**src/rtl/jtag_driver_pkg.sv**
```systemverilog
// Shared constants for the bench-side JTAG master: command codes, FSM states
// and the leading TMS patterns (LSB is the first TCK) for each command kind.
package jtag_driver_pkg;

    localparam logic [1:0] CMD_TAP_RESET = 2'd0;
    localparam logic [1:0] CMD_SHIFT_IR  = 2'd1;
    localparam logic [1:0] CMD_SHIFT_DR  = 2'd2;
    localparam logic [1:0] CMD_RUN_IDLE  = 2'd3;

    typedef enum logic [2:0] {
        ST_AUTO_RST,
        ST_IDLE,
        ST_PRE,
        ST_SHIFT,
        ST_EXIT,
        ST_WAIT,
        ST_DONE
    } state_t;

    localparam int PRE_W = 6;

    localparam logic [PRE_W-1:0] PRE_PAT_RESET = 6'b011111;
    localparam logic [2:0]       PRE_LEN_RESET = 3'd6;
    localparam logic [PRE_W-1:0] PRE_PAT_IR    = 6'b000011;
    localparam logic [2:0]       PRE_LEN_IR    = 3'd4;
    localparam logic [PRE_W-1:0] PRE_PAT_DR    = 6'b000001;
    localparam logic [2:0]       PRE_LEN_DR    = 3'd3;

    // Zero-length requests still shift one bit; oversize requests saturate.
    function automatic logic [6:0] clamp_len(input logic [6:0] len, input logic [6:0] max_len);
        if (len == '0)
            return 7'd1;
        else if (len > max_len)
            return max_len;
        return len;
    endfunction

endpackage

```
**src/rtl/jtag_tck_gen.sv**
```systemverilog
// TCK divider: tck toggles every TCK_DIV enabled clocks; strobes flag the clock
// in which tck rises or falls so the caller can act on that very edge.
module jtag_tck_gen #(
    parameter int TCK_DIV = 4
) (
    input  logic clk,
    input  logic rst_n,
    input  logic en,
    output logic tck,
    output logic rise_stb,
    output logic fall_stb
);

    localparam int             CW   = $clog2(TCK_DIV);
    localparam logic [CW-1:0]  LAST = CW'(TCK_DIV - 1);

    logic [CW-1:0] cnt;
    logic          term;

    assign term     = en && (cnt == LAST);
    assign rise_stb = term && !tck;
    assign fall_stb = term && tck;

    always_ff @(posedge clk) begin
        if (!rst_n || !en) begin
            cnt <= '0;
            tck <= 1'b0;
        end else if (cnt == LAST) begin
            cnt <= '0;
            tck <= ~tck;
        end else begin
            cnt <= cnt + CW'(1);
        end
    end

endmodule

```
**src/rtl/jtag_shift_driver.sv**
```systemverilog
// JTAG master: turns command/response transactions into TMS/TDI sequences at a
// divided TCK rate and returns captured TDO bits.
module jtag_shift_driver
    import jtag_driver_pkg::*;
#(
    parameter int TCK_DIV = 4,
    parameter int MAX_LEN = 64
) (
    input  logic               wb_clk_i,
    input  logic               wb_rst_n_i,
    input  logic               cmd_valid_i,
    output logic               cmd_ready_o,
    input  logic [1:0]         cmd_type_i,
    input  logic [6:0]         cmd_len_i,
    input  logic [MAX_LEN-1:0] cmd_data_i,
    output logic               rsp_valid_o,
    output logic [MAX_LEN-1:0] rsp_data_o,
    output logic               busy_o,
    output logic               tck_o,
    output logic               tms_o,
    output logic               tdi_o,
    input  logic               tdo_i
);

    localparam int IDXW = (MAX_LEN > 1) ? $clog2(MAX_LEN) : 1;

    state_t             state;
    logic [PRE_W-1:0]   pre_pat;
    logic [2:0]         pre_cnt;
    logic [IDXW-1:0]    bit_idx;
    logic [IDXW-1:0]    last_idx;
    logic [MAX_LEN-1:0] data_sr;
    logic [MAX_LEN-1:0] cap;
    logic               rsp_pend;
    logic               tck_en;
    logic               rise_stb;
    logic               fall_stb;
    logic [6:0]         len_c;

    assign tck_en = state inside {ST_AUTO_RST, ST_PRE, ST_SHIFT, ST_EXIT, ST_WAIT};
    assign len_c  = clamp_len(cmd_len_i, 7'(MAX_LEN));

    jtag_tck_gen #(
        .TCK_DIV(TCK_DIV)
    ) u_tck_gen (
        .clk      (wb_clk_i),
        .rst_n    (wb_rst_n_i),
        .en       (tck_en),
        .tck      (tck_o),
        .rise_stb (rise_stb),
        .fall_stb (fall_stb)
    );

    // TMS/TDI for the next TCK are loaded on the falling edge of the current one;
    // the first TCK of a command is primed at the handshake.
    always_ff @(posedge wb_clk_i) begin
        if (!wb_rst_n_i) begin
            state       <= ST_AUTO_RST;
            pre_pat     <= PRE_PAT_RESET;
            pre_cnt     <= PRE_LEN_RESET;
            bit_idx     <= '0;
            last_idx    <= '0;
            data_sr     <= '0;
            cap         <= '0;
            rsp_pend    <= 1'b0;
            tms_o       <= 1'b1;
            tdi_o       <= 1'b0;
            cmd_ready_o <= 1'b0;
            rsp_valid_o <= 1'b0;
            rsp_data_o  <= '0;
            busy_o      <= 1'b1;
        end else begin
            rsp_valid_o <= 1'b0;
            case (state)
                ST_IDLE: begin
                    if (cmd_valid_i && cmd_ready_o) begin
                        cmd_ready_o <= 1'b0;
                        busy_o      <= 1'b1;
                        bit_idx     <= '0;
                        last_idx    <= IDXW'(len_c - 7'd1);
                        data_sr     <= cmd_data_i;
                        cap         <= '0;
                        rsp_pend    <= 1'b1;
                        tdi_o       <= 1'b0;
                        case (cmd_type_i)
                            CMD_TAP_RESET: begin
                                state   <= ST_AUTO_RST;
                                pre_pat <= PRE_PAT_RESET;
                                pre_cnt <= PRE_LEN_RESET;
                                tms_o   <= PRE_PAT_RESET[0];
                            end
                            CMD_SHIFT_IR: begin
                                state   <= ST_PRE;
                                pre_pat <= PRE_PAT_IR;
                                pre_cnt <= PRE_LEN_IR;
                                tms_o   <= PRE_PAT_IR[0];
                            end
                            CMD_SHIFT_DR: begin
                                state   <= ST_PRE;
                                pre_pat <= PRE_PAT_DR;
                                pre_cnt <= PRE_LEN_DR;
                                tms_o   <= PRE_PAT_DR[0];
                            end
                            default: begin
                                state <= ST_WAIT;
                                tms_o <= 1'b0;
                            end
                        endcase
                    end
                end
                ST_AUTO_RST, ST_PRE: begin
                    if (fall_stb) begin
                        if (pre_cnt == 3'd1) begin
                            if (state == ST_PRE) begin
                                state <= ST_SHIFT;
                                tms_o <= (last_idx == '0);
                                tdi_o <= data_sr[0];
                            end else begin
                                state <= ST_DONE;
                                tms_o <= 1'b0;
                            end
                        end else begin
                            pre_pat <= pre_pat >> 1;
                            pre_cnt <= pre_cnt - 3'd1;
                            tms_o   <= pre_pat[1];
                        end
                    end
                end
                ST_SHIFT: begin
                    if (rise_stb)
                        cap[bit_idx] <= tdo_i;
                    if (fall_stb) begin
                        if (bit_idx == last_idx) begin
                            state   <= ST_EXIT;
                            pre_cnt <= 3'd2;
                            tms_o   <= 1'b1;
                            tdi_o   <= 1'b0;
                        end else begin
                            bit_idx <= bit_idx + IDXW'(1);
                            data_sr <= data_sr >> 1;
                            tdi_o   <= data_sr[1];
                            tms_o   <= ((bit_idx + IDXW'(1)) == last_idx);
                        end
                    end
                end
                ST_EXIT: begin
                    if (fall_stb) begin
                        tms_o <= 1'b0;
                        if (pre_cnt == 3'd1)
                            state <= ST_DONE;
                        else
                            pre_cnt <= pre_cnt - 3'd1;
                    end
                end
                ST_WAIT: begin
                    if (fall_stb) begin
                        if (bit_idx == last_idx)
                            state <= ST_DONE;
                        else
                            bit_idx <= bit_idx + IDXW'(1);
                    end
                end
                ST_DONE: begin
                    state       <= ST_IDLE;
                    cmd_ready_o <= 1'b1;
                    busy_o      <= 1'b0;
                    tms_o       <= 1'b0;
                    tdi_o       <= 1'b0;
                    rsp_valid_o <= rsp_pend;
                    if (rsp_pend)
                        rsp_data_o <= cap;
                end
                default: state <= ST_IDLE;
            endcase
        end
    end

endmodule

```
**config.mk**
```make
export PLATFORM = sky130hd
export DESIGN_NAME = jtag_shift_driver
export DESIGN_NICKNAME = d
export VERILOG_FILES = /design/src/rtl/jtag_driver_pkg.sv /design/src/rtl/jtag_tck_gen.sv /design/src/rtl/jtag_shift_driver.sv
export SDC_FILE = /design/constraint.sdc
export NUM_CORES = 1
export LEC_CHECK = 0
export CAP_MARGIN = 20
export CORE_MARGIN = 2
export CORE_UTILIZATION = 50
export CTS_CLUSTER_SIZE = 10
export DETAILED_ROUTE_END_ITERATION = 10
export GPL_TIMING_DRIVEN = 0
export PLACE_DENSITY = 0.88
export SKIP_LAST_GASP = 1
export SLEW_MARGIN = 5
export SYNTH_ARGS = -nofsm -noshare
export SYNTH_HDL_FRONTEND = slang
export SYNTH_HIERARCHICAL = 1
export SYNTH_SLANG_ARGS = --single-unit
```
**constraint.sdc**
```tcl
create_clock -name wb_clk_i -period 2.65 [get_ports wb_clk_i]
set_input_delay 0.6625 -clock wb_clk_i [delete_from_list [all_inputs] [get_ports wb_clk_i]]
set_output_delay 0.6625 -clock wb_clk_i [all_outputs]
set_load 0.01 [all_outputs]
```
==> results.toml <==
[status]
status = "completed"

[timing]
fin_ws_ns = 0.0727
finalHoldViolations = 0
clock.fmax_mhz = 388
relSlewSlack_pct = 39.0
fin_crit_ns = 2.58
fin_setup_tns_ns = 0
slew_viol_final = 0
tightest_slew_ns = 0.912
setup_viol = 0
rsz0062_at_grt = "false"
fin_crit_sh_pct = 97.3
finClkSkew_ns = 0.0193

[clocking]
cts_buffers = 26
cts_tree = "built"
cts.sinks = 223
h-tree-depth = 1
max-clock-path-buffers = 3
cts_root_buf = "clkbuf_16"
worstSkewPairLatency_ns = 0.53
path_clk_slew_ns = 0.05

[global_routing]
grt_first_pass_wirelength_um = 47500
first_global_vias = 9718
gr-total-overflow = 0
grt_start_max_net_pins = 19
antenna_found_initial = 0
track_usage_pct = 26.2

[power_and_ir_drop]
max-vdd-ir-drop_uv = 400
p_comb_share_pct = 4.3
p_leak_nw = 4.37
power.density_nw_per_um2 = 522
pwr-share-seq_pct = 50.2
internal_power_mw = 5.23
p_sw_mw = 1.46
pwr-share-clk_pct = 45.5
power_mw = 6.70
p_sw_share_pct = 21.8

[floorplanning]
fp.dieH_um = 147
die_w_um = 147
pin_count = 147
start_util_pct = 50.9
fp.dieArea_sq_um = 21700
row_count = 52
core_area_sq_um = 20200

[synth]
synthAdderAreaFrac_pct = 1.34
syn_nets = 1379
ys_async_sr_fraction_pct = 0
yosys.cell_types.count = 66
ys_seq_area_share_pct = 43.4
syn_inst = 1291
synth_ff_type = "dfxtp_1"
yosysWarnings = 6
avgSynthCellArea_sq_um = 7.97
synth_mux_area_share_pct = 0.596
synth_top_family_by_area = "compound AO/OA/AOI/OAI gates"
synth-edff-count = 0
ys_ff_latch = 223
synth-compound-area-share_pct = 27.6
synth_area_sq_um = 10300
synth-simple-area-share_pct = 20.5
synth_xor_area_share_pct = 0.936

[final_layout]
syn2layout_area_growth_pct = 24.7
fin_util_pct = 63.4
drive_gt1_share_pct = 9.81
diodes = 0
nets = 1554

[hold_path]
hold_start = "u_tck_gen/cnt[0]$_SDFF_PP0_"
min_path_type = "flop to flop"

[worst_setup_path]
start_kind = "flop"
worstReg2RegStart = "state[2]$_SDFFE_PN0P_"
crit_fanout = 18
crit_arrival_ns = 2.98
startpoint = "state[2]$_SDFFE_PN0P_"
critical_path_class = "flop to flop"
critPathRequiredTime_ns = 3.06
end_kind = "flop"

[placed_design]
pre_cts_slack_ns = -0.514
place_congestion = 0.931
io_buffers = 146
place_hpwl_um = 20500

[drt]
ant_nets = 0
wl_met3_um = 2700
routedWlPerCell_um = 16.7
drc = 0
wl_um = 29000
highest_layer = "met4"
met1_length_um = 11700
dr.first_iter.drc_count = 746
first_pass_iters = 8
dr_total_vias = 10171
dr_wl_met2_um = 13800
avgViaCountPerCell = 5.85

[flow_run]
max-cap-violations = 0
power by group through the flow:
stage | Combinational (mW) | Sequential, mW | Clock [mW]
after floorplan | 0.115 | 3.44 | 0
after global placement | 0.276 | 3.43 | 0
after detailed placement | 0.281 | 3.44 | 0
after CTS | 0.282 | 3.36 | 3.06
after global routing | 0.306 | 3.36 | 3.21
final | 0.285 | 3.36 | 3.05
kinds of logic (layout without fill, tap and decap cells):
kind of cell | count (synthesis) | count (layout)
buffers and inverters | 126 | 303
and+or+nand+nor | 506 | 506
DFF | 223 | 223
xor gates and xnor gates | 11 | 11
muxes | 6 | 6
AOI/OAI and AO/OA | 408 | 408
adders and majority gates | 11 | 11
synthesized netlist by cell type, types with 8 or more instances:
master    instances  share of area [%]
nor2_1           90                3.3
a21oi_1         213                 10
ha_1             11                1.3
nor3_1            8               0.39
buf_2            13               0.63
dfxtp_1         223                 43
o21ai_0          80                3.9
inv_1            11               0.40
and3_1           12               0.73
a311oi_2         63                9.2
clkbuf_1         80                2.9
nor2b_1          11               0.67
buf_6             9               0.98
nand2_1         343                 13
routing by layer:
| layer | track usage [%] | vias to the layer above |
|---|---|---|
| met5 | 0 | - |
| li1 | - | 4825 |
| met1 | 33.7 | 4732 |
| met2 | 44.2 | 533 |
| met3 | 5.40 | 81 |
| met4 | 8.51 | 0 |
path summary, 6_finish.rpt:
kind | to | slack [ns] | cells past startpoint
worst max-delay path | pre_cnt[2]$_SDFFE_PN1P_ | 0.07 | 9
worst min register to register | u_tck_gen/cnt[0]$_SDFF_PP0_ | 0.43 | 1
worst max register to register | pre_cnt[2]$_SDFFE_PN1P_ | 0.07 | 9
worst min-delay path | u_tck_gen/cnt[0]$_SDFF_PP0_ | 0.43 | 1
placed cells by master (no fill, tap or decap), types with 5 or more instances in the layout:
cell and n:
nand2_1 343, dfxtp_1 222, a21oi_1 212, clkdlybuf4s50_1 146, nor2_1 89, o21ai_0 80
clkbuf_1 79, a311oi_2 63, clkbuf_16 26, and3_1 12, inv_1 11, nor2b_1 11
buf_2 11, ha_1 11, buf_4 9, buf_6 9, nor3_1 8, nand2b_1 7
nand3_1 7, xnor2_1 7, buf_1 6, a31oi_1 5, mux2i_1 5
critical path, cell delays in order, from the launching register on:
cell and delay (ns):
dfxtp_1 0.31, buf_4 0.23, clkbuf_4 0.25, o21a_1 0.19, and3_4 0.28, inv_1 0.09, or3_1 0.45, a21oi_4 0.24
a31oi_1 0.10, a311o_1 0.33
flip-flops by register name, indices dropped and copies added, names as in the netlist:
register       count
u_tck_gen/tck      1
tdi_o              1
data_sr           64
tms_o              1
cap               64
cmd_ready_o        1
rsp_data_o        64
last_idx           6
busy_o             1
pre_pat            4
state              3
rsp_valid_o        1
u_tck_gen/cnt      2
bit_idx            6
rsp_pend           1
pre_cnt            3
what timing repair did:
item	CTS	global route
endpoints found under the setup margin	139	77
pin swaps	1	0
buffers inserted	2	0
hold buffers	0	0
resized for setup	9	7
area by class of cell:
type / count / area [sq um]
timing repair buffer: 149 / 1480
sequential: 223 / 4470
tap: 270 / 338
buffer: 112 / 533
multi-input combinational: 942 / 5290
clock buffer: 28 / 658
clock inverter: 2 / 23.8
fill: 1636 / 7400
inverter: 12 / 45.0
per-stage QoR:
| step | cell area, sq um | cells | hold WS, ns |
|---|---|---|---|
| after floorplan | 10300 | 1291 | 0.404 |
| after global placement | 12100 | 1707 | 0.414 |
| after detailed placement | 12100 | 1708 | 0.432 |
| after CTS | 12800 | 1738 | 0.439 |
| after global routing | 12800 | 1738 | 0.453 |
| final | 12800 | 1738 | 0.433 |
Note: power is estimated with default switching activity, not from simulation.
